==> src/rtl/reset_sequencer_if.sv <==
// Purpose : signal bundle between the reset sequencer and its environment.
// Signals : pll_locked   - PLL lock, asynchronous to the core clock
//           soft_rst_req - one-cycle request to re-run the delay/stage sequence
//           wdt_kick     - watchdog kick pulse (used only with RESET_SEQ_WDT_EN)
//           rst_out_n    - per-stage active-low resets
//           stable       - all stages released
//           lock_lost    - sticky lock-loss flag
// Modports: master drives the requests, slave is the sequencer itself.
interface reset_sequencer_if #(
    parameter int unsigned STAGES = 2
);
    logic              pll_locked;
    logic              soft_rst_req;
    logic              wdt_kick;
    logic [STAGES-1:0] rst_out_n;
    logic              stable;
    logic              lock_lost;

    modport master (
        output pll_locked, soft_rst_req, wdt_kick,
        input  rst_out_n, stable, lock_lost
    );

    modport slave (
        input  pll_locked, soft_rst_req, wdt_kick,
        output rst_out_n, stable, lock_lost
    );
endinterface

==> src/rtl/reset_sequencer.sv <==
// Purpose : filters PLL lock, waits a release delay, then releases STAGES
//           active-low resets in order, STAGE_GAP cycles apart. Re-arms on
//           lock loss (back to lock filtering) or soft-reset request (back to
//           the release delay).
// Ports   : i_clk_core - core clock, all logic on posedge
//           i_resetn   - synchronous active-low master reset
//           bus        - reset_sequencer_if.slave (lock, requests, resets, status)
// Options : RESET_SEQ_WDT_EN enables a watchdog in RUN that re-arms the
//           sequence like a soft reset when not kicked within WDT_CYCLES.
module reset_sequencer #(
    parameter int unsigned LOCK_FILTER   = 4,
    parameter int unsigned RELEASE_DELAY = 128,
    parameter int unsigned STAGES        = 2,
    parameter int unsigned STAGE_GAP     = 16,
    parameter int unsigned CNT_W         = 8,
    parameter int unsigned WDT_CYCLES    = 4096
) (
    input  logic               i_clk_core,
    input  logic               i_resetn,
    reset_sequencer_if.slave   bus
);

    localparam int unsigned K_W   = (STAGES > 1) ? $clog2(STAGES) : 1;
    localparam int unsigned CNT_LIM = 1 << CNT_W;

    // Parameter sanity: the counter must hold every terminal value.
    if (CNT_W < 1 || CNT_W > 31) begin : g_bad_cnt_w
        $error("reset_sequencer: CNT_W out of range");
    end
    if (LOCK_FILTER < 1 || LOCK_FILTER >= CNT_LIM) begin : g_bad_filter
        $error("reset_sequencer: LOCK_FILTER out of range for CNT_W");
    end
    if (RELEASE_DELAY < 1 || RELEASE_DELAY >= CNT_LIM) begin : g_bad_delay
        $error("reset_sequencer: RELEASE_DELAY out of range for CNT_W");
    end
    if (STAGE_GAP < 1 || STAGE_GAP >= CNT_LIM) begin : g_bad_gap
        $error("reset_sequencer: STAGE_GAP out of range for CNT_W");
    end
    if (STAGES < 1 || STAGES > 8) begin : g_bad_stages
        $error("reset_sequencer: STAGES must be 1..8");
    end
    if (WDT_CYCLES < 1) begin : g_bad_wdt
        $error("reset_sequencer: WDT_CYCLES must be >= 1");
    end

    typedef enum logic [1:0] {
        S_FILTER = 2'd0,
        S_DELAY  = 2'd1,
        S_STAGE  = 2'd2,
        S_RUN    = 2'd3
    } state_t;

    state_t            r_state;
    logic              r_sync1;
    logic              r_lock_s;
    logic [CNT_W-1:0]  r_cnt;
    logic [K_W-1:0]    r_k;
    logic [STAGES-1:0] r_rst_out_n;
    logic              r_stable;
    logic              r_lock_lost;

    logic              w_tmo;
    logic              w_rearm;

`ifdef RESET_SEQ_WDT_EN
    localparam int unsigned WDT_W = $clog2(WDT_CYCLES + 1);

    logic [WDT_W-1:0] r_wdt;

    // Timeout fires on the edge the count would reach WDT_CYCLES; a kick in
    // that same cycle wins.
    assign w_tmo = (r_state == S_RUN) && !bus.wdt_kick &&
                   (r_wdt == WDT_W'(WDT_CYCLES - 1));

    // Watchdog only runs in RUN, so it is already zero on RUN entry.
    always_ff @(posedge i_clk_core) begin
        if (!i_resetn) begin
            r_wdt <= '0;
        end else if (r_state != S_RUN || bus.wdt_kick || w_tmo) begin
            r_wdt <= '0;
        end else begin
            r_wdt <= r_wdt + WDT_W'(1);
        end
    end
`else
    logic w_unused_wdt_kick;
    assign w_unused_wdt_kick = bus.wdt_kick;
    assign w_tmo             = 1'b0;
`endif

    assign w_rearm = w_tmo || bus.soft_rst_req;

    // Sequencer FSM, synchroniser and registered outputs.
    always_ff @(posedge i_clk_core) begin
        if (!i_resetn) begin
            r_state     <= S_FILTER;
            r_sync1     <= 1'b0;
            r_lock_s    <= 1'b0;
            r_cnt       <= '0;
            r_k         <= '0;
            r_rst_out_n <= '0;
            r_stable    <= 1'b0;
            r_lock_lost <= 1'b0;
        end else begin
            r_sync1  <= bus.pll_locked;
            r_lock_s <= r_sync1;

            if (r_state == S_FILTER) begin
                if (!r_lock_s) begin
                    r_cnt <= '0;
                end else if (r_cnt == CNT_W'(LOCK_FILTER)) begin
                    r_state <= S_DELAY;
                    r_cnt   <= '0;
                end else begin
                    r_cnt <= r_cnt + CNT_W'(1);
                end
            end else if (!r_lock_s) begin
                // Lock loss beats any re-arm request and restarts filtering.
                r_state     <= S_FILTER;
                r_cnt       <= '0;
                r_rst_out_n <= '0;
                r_stable    <= 1'b0;
                r_lock_lost <= 1'b1;
            end else if (w_rearm) begin
                r_state     <= S_DELAY;
                r_cnt       <= '0;
                r_rst_out_n <= '0;
                r_stable    <= 1'b0;
            end else begin
                case (r_state)
                    S_DELAY: begin
                        if (r_cnt == CNT_W'(RELEASE_DELAY - 1)) begin
                            r_rst_out_n <= STAGES'(1);
                            r_cnt       <= '0;
                            r_k         <= K_W'(1);
                            if (STAGES == 1) begin
                                r_state  <= S_RUN;
                                r_stable <= 1'b1;
                            end else begin
                                r_state <= S_STAGE;
                            end
                        end else begin
                            r_cnt <= r_cnt + CNT_W'(1);
                        end
                    end
                    S_STAGE: begin
                        if (r_cnt == CNT_W'(STAGE_GAP - 1)) begin
                            // OR-in keeps releases monotonic.
                            r_rst_out_n <= r_rst_out_n | (STAGES'(1) << r_k);
                            r_cnt       <= '0;
                            if (r_k == K_W'(STAGES - 1)) begin
                                r_state  <= S_RUN;
                                r_stable <= 1'b1;
                            end else begin
                                r_k <= r_k + K_W'(1);
                            end
                        end else begin
                            r_cnt <= r_cnt + CNT_W'(1);
                        end
                    end
                    default: begin
                        r_cnt <= '0;
                    end
                endcase
            end
        end
    end

    assign bus.rst_out_n = r_rst_out_n;
    assign bus.stable    = r_stable;
    assign bus.lock_lost = r_lock_lost;

endmodule
==> src/flat_wrapper.sv <==
// flat-port wrapper written by rule: the top's interface ports become plain ports
module reset_sequencer_flat 
#(
    parameter int unsigned LOCK_FILTER   = 4,
    parameter int unsigned RELEASE_DELAY = 128,
    parameter int unsigned STAGES        = 2,
    parameter int unsigned STAGE_GAP     = 16,
    parameter int unsigned CNT_W         = 8,
    parameter int unsigned WDT_CYCLES    = 4096
)
  (i_clk_core, i_resetn, bus_pll_locked, bus_soft_rst_req, bus_wdt_kick, bus_rst_out_n, bus_stable, bus_lock_lost);
  reset_sequencer_if #(.STAGES(STAGES)) bus_i ();
  input  logic i_clk_core;
  input  logic i_resetn;
  input wire logic [$bits(bus_i.pll_locked)-1:0] bus_pll_locked;
  input wire logic [$bits(bus_i.soft_rst_req)-1:0] bus_soft_rst_req;
  input wire logic [$bits(bus_i.wdt_kick)-1:0] bus_wdt_kick;
  output wire logic [$bits(bus_i.rst_out_n)-1:0] bus_rst_out_n;
  output wire logic [$bits(bus_i.stable)-1:0] bus_stable;
  output wire logic [$bits(bus_i.lock_lost)-1:0] bus_lock_lost;
  assign bus_i.pll_locked = bus_pll_locked;
  assign bus_i.soft_rst_req = bus_soft_rst_req;
  assign bus_i.wdt_kick = bus_wdt_kick;
  assign bus_rst_out_n = bus_i.rst_out_n;
  assign bus_stable = bus_i.stable;
  assign bus_lock_lost = bus_i.lock_lost;
  reset_sequencer #(.LOCK_FILTER(LOCK_FILTER), .RELEASE_DELAY(RELEASE_DELAY), .STAGES(STAGES), .STAGE_GAP(STAGE_GAP), .CNT_W(CNT_W), .WDT_CYCLES(WDT_CYCLES)) u_core (.i_clk_core(i_clk_core), .i_resetn(i_resetn), .bus(bus_i));
endmodule
==> config.mk <==
export PLATFORM = sky130hd
export DESIGN_NAME = reset_sequencer_flat
export DESIGN_NICKNAME = d
export VERILOG_FILES = /design/src/rtl/reset_sequencer_if.sv /design/src/rtl/reset_sequencer.sv /design/src/flat_wrapper.sv
export SDC_FILE = /design/constraint.sdc
export NUM_CORES = 1
export LEC_CHECK = 0
export ABC_CLOCK_PERIOD_IN_PS = 1690
export CORE_ASPECT_RATIO = 0.9
export CORE_MARGIN = 4
export CORE_UTILIZATION = 45
export CTS_BUF_LIST = sky130_fd_sc_hd__clkbuf_16
export DETAILED_ROUTE_END_ITERATION = 6
export PLACE_DENSITY_LB_ADDON = 0.2
export SYNTH_ARGS = -nofsm -noshare
export SYNTH_HDL_FRONTEND = slang
export SYNTH_SLANG_ARGS = --single-unit
==> constraint.sdc <==
create_clock -name i_clk_core -period 1.69 [get_ports i_clk_core]
set_clock_uncertainty 0.2 [all_clocks]
set_input_delay 0.338 -clock i_clk_core [delete_from_list [all_inputs] [get_ports i_clk_core]]
set_output_delay 0.338 -clock i_clk_core [all_outputs]
set_load 0.05 [all_outputs]
After elaboration in Yosys (flattened, before gate mapping)
Cells that the tools add are included.

storage, ports and cells
  bits in writable memories = 0
  latch bits = 0
  word-level logic and storage cells = 72
  input bits = 5
  output and inout port bits = 4
  memories = 0
  register bits = 17
  ROM bits = 0

cells by class
  muxes and demuxes = 31
  $add $sub $neg = 2
  equal/unequal tests = 19
  div/mod/pow operators = 0
  shift operators = 1
  order comparisons = 0
  multipliers = 0
  bitwise gates (word level) = 4
  reduce and logical (&&, ||, !) cells = 7

operator list
  kind                                                                     count
  8-bit two-way mux                                                        7
  2-bit two-way mux                                                        12
  5-bit inequality test, second input constant                             4
  8-bit one-hot mux with 2 select lines                                    1
  4-bit inequality test, second input constant                             3
  6-bit AND reduction                                                      2
  3-bit inequality test, second input constant                             3
  8-bit by 1-bit adder with 8-bit output, second input constant            1
  8-bit by 3-bit equality test with 1-bit output, second input constant    1
  8-bit by 4-bit equality test with 1-bit output, second input constant    1
  8-bit by 7-bit equality test with 1-bit output, second input constant    1
  1-bit two-way mux                                                        8
  2-bit one-hot mux with 2 select lines                                    2
  4-bit AND reduction                                                      2
  2-bit by 1-bit inequality test with 1-bit output, second input constant  3
  1-bit NOT                                                                3
  2-bit by 1-bit equality test with 1-bit output, second input constant    1
  2-bit equality test, second input constant                               1
  2-bit zero test                                                          1
  2-bit inequality test, second input constant                             1
  2-bit OR                                                                 1
  1-bit one-hot mux with 2 select lines                                    1
  2-bit AND reduction                                                      1
  2-bit nonzero test                                                       1
  2 further kinds                                                          2

Logic depth before layout (Yosys ltp)
Gate-level depths: netlist of the first run.

  word-level depth = 6
  gate-level depth with buffers = 7

Worst setup path after synthesis of the first run
Ideal clock, no wire load.

  path type = reg2reg
  start = register u_core.r_cnt[4]
  end = register u_core.r_state[0]
  arrival = 1575 ps
  stages on the path, launching flop included = 6
  data required time = 1399 ps
  clock period less this slack = 1866 ps
  path slack = -176 ps
  cell sequence = dfxtp_1 or4_4 buf_6 o31ai_4 a31oi_1 a311oi_1

on the way
  longest elaborated chain between the ends = 3

RTL lines
  item                                                                          line                    source
  start, declared                                                               reset_sequencer.sv:56   logic [CNT_W-1:0] r_cnt;
  start signal, assigned                                                        reset_sequencer.sv:115  r_cnt <= r_cnt + CNT_W'(1);
  start signal, assigned                                                        reset_sequencer.sv:143  r_cnt <= r_cnt + CNT_W'(1);
  start signal, assigned                                                        reset_sequencer.sv:158  r_cnt <= r_cnt + CNT_W'(1);
  8-bit by 4-bit equality test with 1-bit output, or another cell as far along  reset_sequencer.sv:147  if (r_cnt == CNT_W'(STAGE_GAP - 1)) begin
  5-bit inequality test (no line) or 2-bit inequality test (tied branches)      --
  6-bit AND reduction (no line) (*)                                             --
  end signal, assigned                                                          reset_sequencer.sv:137  r_state <= S_RUN;
  end signal, assigned                                                          reset_sequencer.sv:140  r_state <= S_STAGE;
  end signal, assigned                                                          reset_sequencer.sv:152  r_state <= S_RUN;
  end, declared                                                                 reset_sequencer.sv:53   state_t r_state;

Mark *: on every way between the ends. The rest lies on a longest branch, timed or not.
A chain may end at the register's enable or synchronous reset.

Worst setup path after layout of the first run
Ends and elaborated chain as after synthesis.

==> flow_summary.html, run 1 <==
<table>
<tr><th>Metric</th><th>Value</th></tr>
<tr><th colspan="2">STA</th></tr>
<tr><td>Hold Fails Final Rpt</td><td>0</td></tr>
<tr><td>Highest attainable clock frequency</td><td>545 MHz</td></tr>
<tr><td>Unrepaired setup endpoints after global routing</td><td>yes</td></tr>
<tr><td>Actual slew at the worst max-slew pin</td><td>0.551 ns</td></tr>
<tr><td>Worst slew slack as a fraction of its limit</td><td>63.2%</td></tr>
<tr><td>Total Negative Setup Slacks</td><td>-1.20 ns</td></tr>
<tr><td>Final clock period utilization by the worst path</td><td>109%</td></tr>
<tr><td>Fin worst setup slack</td><td>-0.146 ns</td></tr>
<tr><td>Final setup violation count</td><td>13</td></tr>
<tr><td>Final critical delay including setup and external delays</td><td>1.84 ns</td></tr>
<tr><td>Final Max Slew Viols</td><td>0</td></tr>
<tr><th colspan="2">Critical path</th></tr>
<tr><td>Stage delay of the slowest cell on the critical path</td><td>0.62 ns</td></tr>
<tr><td>Crit-path leading delay family</td><td>simple AND/OR/NAND/NOR gates</td></tr>
<tr><td>Critical-path cell list</td><td>or4_4 -&gt; o31ai_4 -&gt; a31oi_1 -&gt; a311oi_1</td></tr>
<tr><td>Crit path capture type</td><td>flip-flop</td></tr>
<tr><td>Library cell contributing the largest single delay on the critical path</td><td>sky130_fd_sc_hd__or4_4</td></tr>
<tr><td>CP bufs+invs</td><td>0</td></tr>
<tr><td>Endpoint required time on the critical path</td><td>1.64 ns</td></tr>
<tr><td>Critical path startpoint category</td><td>flip-flop</td></tr>
<tr><td>Maximum net fanout on the critical path</td><td>8</td></tr>
<tr><td>Arrival time reported for the critical path endpoint</td><td>1.79 ns</td></tr>
<tr><td>Worst Setup Path Type</td><td>flip-flop to flip-flop</td></tr>
<tr><th colspan="2">Die</th></tr>
<tr><td>Boundary pin count</td><td>9</td></tr>
<tr><td>Initial core utilization</td><td>48.1%</td></tr>
<tr><td>Number of rows in the core area</td><td>15</td></tr>
<tr><td>Floorplan Core Area</td><td>1950 um^2</td></tr>
<tr><td>DIE AREA</td><td>2880 um^2</td></tr>
<tr><td>Die W</td><td>56.2 um</td></tr>
<tr><td>Die height</td><td>51.4 um</td></tr>
<tr><th colspan="2">Global route</th></tr>
<tr><td>Total track usage</td><td>16.8%</td></tr>
<tr><td>Wire length of the first global-routing pass</td><td>3660 um</td></tr>
<tr><td>Global route total overflow</td><td>0</td></tr>
<tr><td>Antenna violations before repair</td><td>0</td></tr>
<tr><td>Vias in the first global route</td><td>822</td></tr>
<tr><td>Pin count of the biggest net entering global routing</td><td>12</td></tr>
<tr><th colspan="2">Detailed routing</th></tr>
<tr><td>Vias per inst</td><td>5.30</td></tr>
<tr><td>Drt drc</td><td>0</td></tr>
<tr><td>Number of design-rule violations left by the first detailed-router iteration</td><td>5</td></tr>
<tr><td>Mean routed wirelength per cell</td><td>14.1 um</td></tr>
<tr><td>Via count</td><td>874</td></tr>
<tr><td>Sum of routed wire length over all layers</td><td>2330 um</td></tr>
<tr><td>DR pass1 iterations</td><td>4</td></tr>
<tr><td>Post-detailed-route count of antenna-violating nets</td><td>0</td></tr>
<tr><th colspan="2">Power</th></tr>
<tr><td>Post-route total power</td><td>1.40 mW</td></tr>
<tr><td>Total power per unit cell area</td><td>966 nW/um^2</td></tr>
<tr><td>Worst ir drop on vdd</td><td>0.000846 V</td></tr>
<tr><td>Static leakage</td><td>0.531 nW</td></tr>
<tr><th colspan="2">Clock network</th></tr>
<tr><td>TritonCTS sink count</td><td>17</td></tr>
<tr><td>Clock tree root driver cell</td><td>sky130_fd_sc_hd__clkbuf_16</td></tr>
<tr><td>Buffers from clock root to sink, at most</td><td>2</td></tr>
<tr><td>Clock insertion delay at the later pin of the skew report</td><td>0.25 ns</td></tr>
<tr><td>Hold Buf Count CTS</td><td>0</td></tr>
<tr><td>Clock tree from TritonCTS</td><td>yes</td></tr>
<tr><td>Htree depth</td><td>1</td></tr>
<tr><td>Clock transition at the register clock pins on the worst setup and hold paths after CTS</td><td>0.06 ns</td></tr>
<tr><td>Clock buffers created by TritonCTS</td><td>3</td></tr>
<tr><th colspan="2">Synth</th></tr>
<tr><td>Sequential element share of the synthesized area</td><td>36.2%</td></tr>
<tr><td>Post-synthesis cell count</td><td>104</td></tr>
<tr><td>Post-synthesis share of cell area spent on and, or, nand and nor gates</td><td>17.7%</td></tr>
<tr><td>Share of cell area taken by muxes after synthesis</td><td>1.07%</td></tr>
<tr><td>Post-synthesis register bit count</td><td>17</td></tr>
<tr><td>Post-Synth Adder-Cell Area</td><td>6.66%</td></tr>
<tr><td>Number of nets produced by synthesis</td><td>114</td></tr>
<tr><td>Main combinational cell family by area after synthesis</td><td>compound AO/OA/AOI/OAI gates</td></tr>
<tr><td>Compound-gate portion of the synthesized area</td><td>27.2%</td></tr>
<tr><td>Warnings, synthesis</td><td>0</td></tr>
<tr><td>Mean instance size in the synthesized netlist</td><td>9.04 um^2</td></tr>
<tr><td>Number of distinct standard cells referenced by the synthesized netlist</td><td>32</td></tr>
<tr><td>Post-Synth XOR/XNOR Area</td><td>5.59%</td></tr>
<tr><td>Cell Area, Synth</td><td>940 um^2</td></tr>
<tr><th colspan="2">Cells and area</th></tr>
<tr><td>Area occupied by multi-input gates</td><td>627 um^2</td></tr>
<tr><td>Layout net count</td><td>151</td></tr>
<tr><td>Share of layout cells above drive strength 1</td><td>42.1%</td></tr>
<tr><td>Fill cell instance count of the final layout</td><td>145</td></tr>
<tr><td>Diodes inserted</td><td>0</td></tr>
<tr><td>Synth-to-layout area growth</td><td>53.7%</td></tr>
<tr><td>Area used by sequential logic in the layout</td><td>345 um^2</td></tr>
<tr><td>Finished Core Util</td><td>74.0%</td></tr>
<tr><th colspan="2">Flow run</th></tr>
<tr><td>Number of max-capacitance violations reported</td><td>0</td></tr>
<tr><th colspan="2">Worst hold path</th></tr>
<tr><td>HP Class</td><td>flip-flop to flip-flop</td></tr>
<tr><th colspan="2">Placed design</th></tr>
<tr><td>Port Buf Inserts</td><td>7</td></tr>
<tr><td>Post-DP HPWL</td><td>1670 um</td></tr>
<tr><td>RePlAce Congestion</td><td>0.888</td></tr>
<tr><th colspan="2">Run status</th></tr>
<tr><td>Result of the run</td><td>finished, violations left</td></tr>
<tr><td>Failing checks</td><td>negative setup slack</td></tr>
</table>
-- cell families (layout without fill, tap and decap cells) --
logic type               after synthesis  count (layout)
AND/OR/NAND/NOR                       32              32
AO/OA/AOI/OAI                         31              31
flip-flops                            17              17
buffers and inverters                 12              48
XOR/XNOR                               6               6
adder cells (fa/ha/maj)                5               5
multiplexers                           1               1
-- sequential cells by signal, indices dropped and copies added (netlist names) --
name,flops
u_core.r_cnt,8
u_core.bus.stable,1
u_core.r_sync1,1
u_core.bus.lock_lost,1
u_core.r_state,2
u_core.r_k,1
u_core.r_lock_s,1
u_core.bus.rst_out_n,2
-- what timing repair did --
| action | in CTS | in global routing |
|---|---|---|
| setup endpoints to repair | 13 | 14 |
| endpoints found under the hold margin | 0 | 0 |
| pin swaps | 2 | 8 |
| setup buffers | 0 | 2 |
| gates resized for setup | 5 | 11 |
-- worst paths after layout --
check                        startpoint                        endpoint  slack (ns)  cells after the start
min           u_core.r_sync1$_SDFF_PN0_      u_core.r_lock_s$_SDFF_PN0_        0.24                      1
max reg2reg  u_core.r_cnt[4]$_SDFF_PN0_  u_core.r_state[0]$_SDFFE_PN0P_       -0.15                      4
min reg2reg   u_core.r_sync1$_SDFF_PN0_      u_core.r_lock_s$_SDFF_PN0_        0.24                      1
max          u_core.r_cnt[4]$_SDFF_PN0_  u_core.r_state[0]$_SDFFE_PN0P_       -0.15                      4
-- worst register-to-register path, stage by stage, from the launching register on --
cell and delay, ns:
sky130_fd_sc_hd__dfxtp_2 0.32, sky130_fd_sc_hd__or4_4 0.62, sky130_fd_sc_hd__o31ai_4 0.25, sky130_fd_sc_hd__a31oi_1 0.13
sky130_fd_sc_hd__a311oi_1 0.22
-- layout by cell type, fill, tap and decap left out, drive strengths merged, types with 2 or more instances in the layout --
master and count:
inv 9, clkdlybuf4s50 3, xnor2 4, a21oi 4, a41oi 2, buf 32, and2 2, nand2b 2
dfxtp 17, nor2 8, nor2b 2, nand2 8, xor2 2, clkbuf 3, o21ai 4, nor3 3
nand3 3, a211oi 8, ha 5, a31oi 3, o311ai 3, o31ai 2, a21o 3
-- layout make-up --
cell class | instances | share of cell area (%)
Inverter | 9 | 2.34
Tap cell | 25 | 2.17
Multi-Input combinational cell | 75 | 43.4
Sequential cell | 17 | 23.9
Clock inverter | 1 | 0.520
Clock buffer | 3 | 5.20
Timing Repair Buffer | 35 | 22.4
-- where the power goes --
part	internal [mW]	leakage (nW)	total (mW)	switching (mW)
combinational	0.223	0.354	0.462	0.239
clock	0.320	0.0371	0.489	0.169
sequential	0.427	0.140	0.445	0.0173
total	0.970	0.531	1.40	0.425
-- per-stage QoR --
step | setup slack, ns | hold WS (ns) | cell area [um^2] | std cells
after detailed placement | -0.320 | 0.231 | 1280 | 159
after CTS | -0.115 | 0.245 | 1380 | 163
after floorplan | -0.0563 | 0.212 | 962 | 104
final | -0.146 | 0.238 | 1440 | 165
after global placement | -0.228 | 0.219 | 1280 | 159
after global routing | -0.222 | 0.258 | 1440 | 165
-- metal layers --
metal | part of all wire (%) | global-route usage, % | wire [um]
met2 | 50 | 28.6 | 1170
met1 | 47 | 20.2 | 1090
met4 | 0.73 | 4.74 | 17
met3 | 2.6 | 5.56 | 60
met5 | 0 | 0 | 0
-- synthesized netlist by cell type (all sizes together) --
library cell | count | area share [%]
dfxtp | 17 | 36
inv | 9 | 3.6
a211oi | 8 | 6.4
nand2 | 8 | 3.2
nor2 | 8 | 3.2
ha | 5 | 6.7
a21oi | 4 | 2.1
o21ai | 4 | 2.1
xnor2 | 4 | 3.7
a21o | 3 | 2.4
a31oi | 3 | 2.0
nand3 | 3 | 1.6
nor3 | 3 | 1.6
o311ai | 3 | 5.5
a41oi | 2 | 1.9
and2 | 2 | 1.3
clkbuf | 2 | 0.80
nand2b | 2 | 1.3
nor2b | 2 | 1.3
o31ai | 2 | 3.1
xor2 | 2 | 1.9
a22oi | 1 | 0.80
a311oi | 1 | 0.93
and3 | 1 | 0.67
buf | 1 | 1.2
mux2i | 1 | 1.1
nand4b | 1 | 0.93
nor3b | 1 | 1.3
or4 | 1 | 1.2
(Power assumes the default switching activity.)
==> run 2, diff against run 1 <==
CORE_UTILIZATION = 49   (was 45)
SLEW_MARGIN = 10   (was not set)
==> run 2 against run 1 <==
Effect of this change: the run still ends with negative setup slack left; register-to-register slack about the same; flip-flop and latch count did not move; global-route usage is 3.8 points higher; hold slack better by 0.0043 ns; die area down 7.0%; worst setup slack improved by 0.013 ns; critical path depth increased by 1; non-clock buffer count down 2; final cell count decreased by 1.8%; combinational power grew 7.8%; clock power down 5.1%; critical path type unchanged; critical endpoint is now u_core.bus.rst_out_n[1]$_SDFFE_PN0P_.
==> flow_summary.html, run 2 (synthesized netlist as in run 1, its figures left out) <==
<table>
<tr><th>Metric</th><th>Value</th></tr>
<tr><th colspan="2">STA</th></tr>
<tr><td>Final clock period utilization by the worst path</td><td>108% (-0.75 points)</td></tr>
<tr><td>Hold Fails Final Rpt</td><td>0 (unchanged)</td></tr>
<tr><td>Final critical delay including setup and external delays</td><td>1.82 ns (-0.0127 ns)</td></tr>
<tr><td>Final setup violation count</td><td>13 (unchanged)</td></tr>
<tr><td>Worst hold-check slack</td><td>0.242 ns (+0.00426 ns)</td></tr>
<tr><td>Unrepaired setup endpoints after global routing</td><td>yes</td></tr>
<tr><td>Worst slew slack as a fraction of its limit</td><td>68.7% (+5.5 points)</td></tr>
<tr><td>Fin worst setup slack</td><td>-0.133 ns (+0.0127 ns)</td></tr>
<tr><td>Actual slew at the worst max-slew pin</td><td>0.464 ns (-0.0874 ns)</td></tr>
<tr><td>Final Max Slew Viols</td><td>0 (unchanged)</td></tr>
<tr><td>Highest attainable clock frequency</td><td>548 MHz (+0.69%)</td></tr>
<tr><th colspan="2">Global route</th></tr>
<tr><td>Wire length of the first global-routing pass</td><td>4010 um (+9.4%)</td></tr>
<tr><td>Pin count of the biggest net entering global routing</td><td>12 (unchanged)</td></tr>
<tr><td>Vias in the first global route</td><td>898 (+9.2%)</td></tr>
<tr><td>Total track usage</td><td>20.6% (+3.8 points)</td></tr>
<tr><td>Global route total overflow</td><td>0 (unchanged)</td></tr>
<tr><td>Antenna violations before repair</td><td>0 (unchanged)</td></tr>
<tr><th colspan="2">Power</th></tr>
<tr><td>Worst ir drop on vdd</td><td>0.000868 V (+2.7%)</td></tr>
<tr><td>Net Sw Power</td><td>0.431 mW (+1.5%)</td></tr>
<tr><td>Share of power burned in combinational logic</td><td>35.5% (+2.4 points)</td></tr>
<tr><td>Total power per unit cell area</td><td>990 nW/um^2 (+2.4%)</td></tr>
<tr><td>Net Sw Frac</td><td>30.7% (+0.25 points)</td></tr>
<tr><td>Pint</td><td>0.973 mW (+0.28%)</td></tr>
<tr><td>Relative contribution of sequential cells to total power</td><td>31.5% (-0.4 points)</td></tr>
<tr><td>Static leakage</td><td>0.522 nW (-1.8%)</td></tr>
<tr><td>Clock Power Share</td><td>33.0% (-2.0 points)</td></tr>
<tr><td>Post-route total power</td><td>1.40 mW (+0.64%)</td></tr>
<tr><th colspan="2">Critical path</th></tr>
<tr><td>Crit-path leading delay family</td><td>simple AND/OR/NAND/NOR gates</td></tr>
<tr><td>Worst setup path startpoint</td><td>u_core.r_cnt[7]$_SDFF_PN0_</td></tr>
<tr><td>Arrival time reported for the critical path endpoint</td><td>1.76 ns (-0.03 ns)</td></tr>
<tr><td>Critical-path cell list</td><td>or4_4 -&gt; buf_4 -&gt; mux2i_4 -&gt; a21o_1 -&gt; a21oi_1</td></tr>
<tr><td>Critical path startpoint category</td><td>flip-flop</td></tr>
<tr><td>Library cell contributing the largest single delay on the critical path</td><td>sky130_fd_sc_hd__or4_4</td></tr>
<tr><td>Crit path capture type</td><td>flip-flop</td></tr>
<tr><td>Maximum net fanout on the critical path</td><td>8 (unchanged)</td></tr>
<tr><td>RR Startpoint</td><td>u_core.r_cnt[7]$_SDFF_PN0_</td></tr>
<tr><td>Endpoint required time on the critical path</td><td>1.62 ns (-0.02 ns)</td></tr>
<tr><td>Stage delay of the slowest cell on the critical path</td><td>0.61 ns (about the same)</td></tr>
<tr><td>Worst Setup Path Type</td><td>flip-flop to flip-flop</td></tr>
<tr><td>CP bufs+invs</td><td>1 (+1)</td></tr>
<tr><th colspan="2">Die</th></tr>
<tr><td>Number of rows in the core area</td><td>14 (-1)</td></tr>
<tr><td>Die W</td><td>54.2 um (-3.6%)</td></tr>
<tr><td>Floorplan Core Area</td><td>1750 um^2 (-10%)</td></tr>
<tr><td>DIE AREA</td><td>2680 um^2 (-7.0%)</td></tr>
<tr><td>Boundary pin count</td><td>9 (unchanged)</td></tr>
<tr><td>Initial core utilization</td><td>53.6% (+5.5 points)</td></tr>
<tr><td>Die height</td><td>49.5 um (-3.5%)</td></tr>
<tr><th colspan="2">Placed design</th></tr>
<tr><td>RePlAce Congestion</td><td>0.800 (-9.9%)</td></tr>
<tr><td>Port Buf Inserts</td><td>7 (unchanged)</td></tr>
<tr><td>Post-DP HPWL</td><td>1730 um (+3.9%)</td></tr>
<tr><td>Post-placement cell area</td><td>1260 um^2 (-1.3%)</td></tr>
<tr><th colspan="2">Clock network</th></tr>
<tr><td>Clock tree root driver cell</td><td>sky130_fd_sc_hd__clkbuf_16</td></tr>
<tr><td>Hold Buf Count CTS</td><td>0 (unchanged)</td></tr>
<tr><td>TritonCTS sink count</td><td>17 (unchanged)</td></tr>
<tr><td>Htree depth</td><td>1 (unchanged)</td></tr>
<tr><td>Clock transition at the register clock pins on the worst setup and hold paths after CTS</td><td>0.05 ns (about the same)</td></tr>
<tr><td>Clock tree from TritonCTS</td><td>yes</td></tr>
<tr><td>Clock buffers created by TritonCTS</td><td>3 (unchanged)</td></tr>
<tr><td>Clock insertion delay at the later pin of the skew report</td><td>0.25 ns (about the same)</td></tr>
<tr><td>Buffers from clock root to sink, at most</td><td>2 (unchanged)</td></tr>
<tr><th colspan="2">Cells and area</th></tr>
<tr><td>Most used cells in the layout excluding fill and tap cells</td><td>sky130_fd_sc_hd__buf_4 (25), sky130_fd_sc_hd__dfxtp_1 (14), sky130_fd_sc_hd__inv_1 (10)</td></tr>
<tr><td>Top reg by flops</td><td>u_core.r_cnt</td></tr>
<tr><td>Diodes inserted</td><td>0 (unchanged)</td></tr>
<tr><td>Finished layout cell area</td><td>1420 um^2 (-1.7%)</td></tr>
<tr><td>Synth-to-layout area growth</td><td>51.0%</td></tr>
<tr><td>Most common cell after layout, fill and taps aside</td><td>sky130_fd_sc_hd__buf_4</td></tr>
<tr><td>Share of layout cells above drive strength 1</td><td>37.7% (-4.5 points)</td></tr>
<tr><td>Flip-flop count of the largest register after layout</td><td>8 (unchanged)</td></tr>
<tr><td>Layout net count</td><td>149 (-1.3%)</td></tr>
<tr><th colspan="2">Detailed routing</th></tr>
<tr><td>Drt drc</td><td>0 (unchanged)</td></tr>
<tr><td>Number of design-rule violations left by the first detailed-router iteration</td><td>44 (+39)</td></tr>
<tr><td>Sum of routed wire length over all layers</td><td>2610 um (+12%)</td></tr>
<tr><td>Via count</td><td>914 (+4.6%)</td></tr>
<tr><td>DR pass1 iterations</td><td>4 (unchanged)</td></tr>
<tr><td>Post-detailed-route count of antenna-violating nets</td><td>0 (unchanged)</td></tr>
<tr><td>Mean routed wirelength per cell</td><td>16.1 um (+14%)</td></tr>
<tr><td>Vias per inst</td><td>5.64 (+6.5%)</td></tr>
<tr><th colspan="2">Run status</th></tr>
<tr><td>Failing checks</td><td>negative setup slack</td></tr>
<tr><td>Result of the run</td><td>finished, violations left</td></tr>
<tr><th colspan="2">Flow run</th></tr>
<tr><td>Number of max-capacitance violations reported</td><td>0 (unchanged)</td></tr>
<tr><th colspan="2">Worst hold path</th></tr>
<tr><td>HP Class</td><td>flip-flop to flip-flop</td></tr>
<tr><td>Hold path startpoint</td><td>u_core.r_sync1$_SDFF_PN0_</td></tr>
</table>
[run 2: changes by cell type in the layout (fill, tap and decap cells not counted), moves of 2 or more]
cell,previous run,this run
sky130_fd_sc_hd__a211oi_1,1,8
sky130_fd_sc_hd__a211oi_2,7,0
sky130_fd_sc_hd__inv_1,8,10
sky130_fd_sc_hd__buf_4,27,25
[run 2: path summary, 6_finish.rpt]
check                           slack [ns]                                    to  cells past startpoint
worst min register to register        0.24            u_core.r_lock_s$_SDFF_PN0_                      1
worst min-delay path                  0.24            u_core.r_lock_s$_SDFF_PN0_                      1
worst max-delay path                 -0.13  u_core.bus.rst_out_n[1]$_SDFFE_PN0P_                      5
worst max register to register       -0.13  u_core.bus.rst_out_n[1]$_SDFFE_PN0P_                      5
[run 2: layer usage]
layer / vias to the layer above / global-route usage [%] / part of all wire, %
met5: - / 0 / 0
met4: 0 / 8.30 / 2.4
met3: 7 / 6.33 / 3.5
met2: 23 / 32.5 / 49
met1: 441 / 25.4 / 45
li1: 443 / - / -
[run 2: through the flow]
step | instances | util, % | TNS [ns] | setup slack (ns)
final | 162 | 81.0 | -1.20 | -0.133
after global routing | 162 | 81.0 | -1.71 | -0.203
after CTS | 160 | 76.9 | -1.02 | -0.118
after detailed placement | 156 | 72.1 | -2.37 | -0.260
after global placement | 156 | 72.1 | -2.10 | -0.225
after floorplan | 104 | - | -0.460 | -0.0563
[run 2: layout make-up]
class | instances | area [um^2]
repair buffers | 33 | 309
multi-input cells | 75 | 623
fillers | 102 | 333
inverters | 9 | 33.8
clock inverters | 1 | 3.75
well taps | 24 | 30.0
flip-flops and latches | 17 | 344
clock buffers | 3 | 75.1
[run 2: timing repair]
item / 4_1_cts / 5_1_grt
pin swaps: 0 / 2
endpoints found under the setup margin: 13 / 14
gates cloned: 0 / 0
resized for setup: 1 / 11
buffers inserted: 0 / 2
[run 2: power by group through the flow]
stage	registers (mW)	logic, mW	clock network (mW)
finish	0.442	0.498	0.464
global route	0.443	0.532	0.494
CTS	0.442	0.437	0.474
detailed placement	0.450	0.433	0
global placement	0.449	0.419	0
floorplan	0.472	0.242	0
[run 2: worst register-to-register path, cell delays in order (launching register included)]
cell and delay, ns:
sky130_fd_sc_hd__dfxtp_2 0.31, sky130_fd_sc_hd__or4_4 0.61, sky130_fd_sc_hd__buf_4 0.18, sky130_fd_sc_hd__mux2i_4 0.19
sky130_fd_sc_hd__a21o_1 0.15, sky130_fd_sc_hd__a21oi_1 0.06
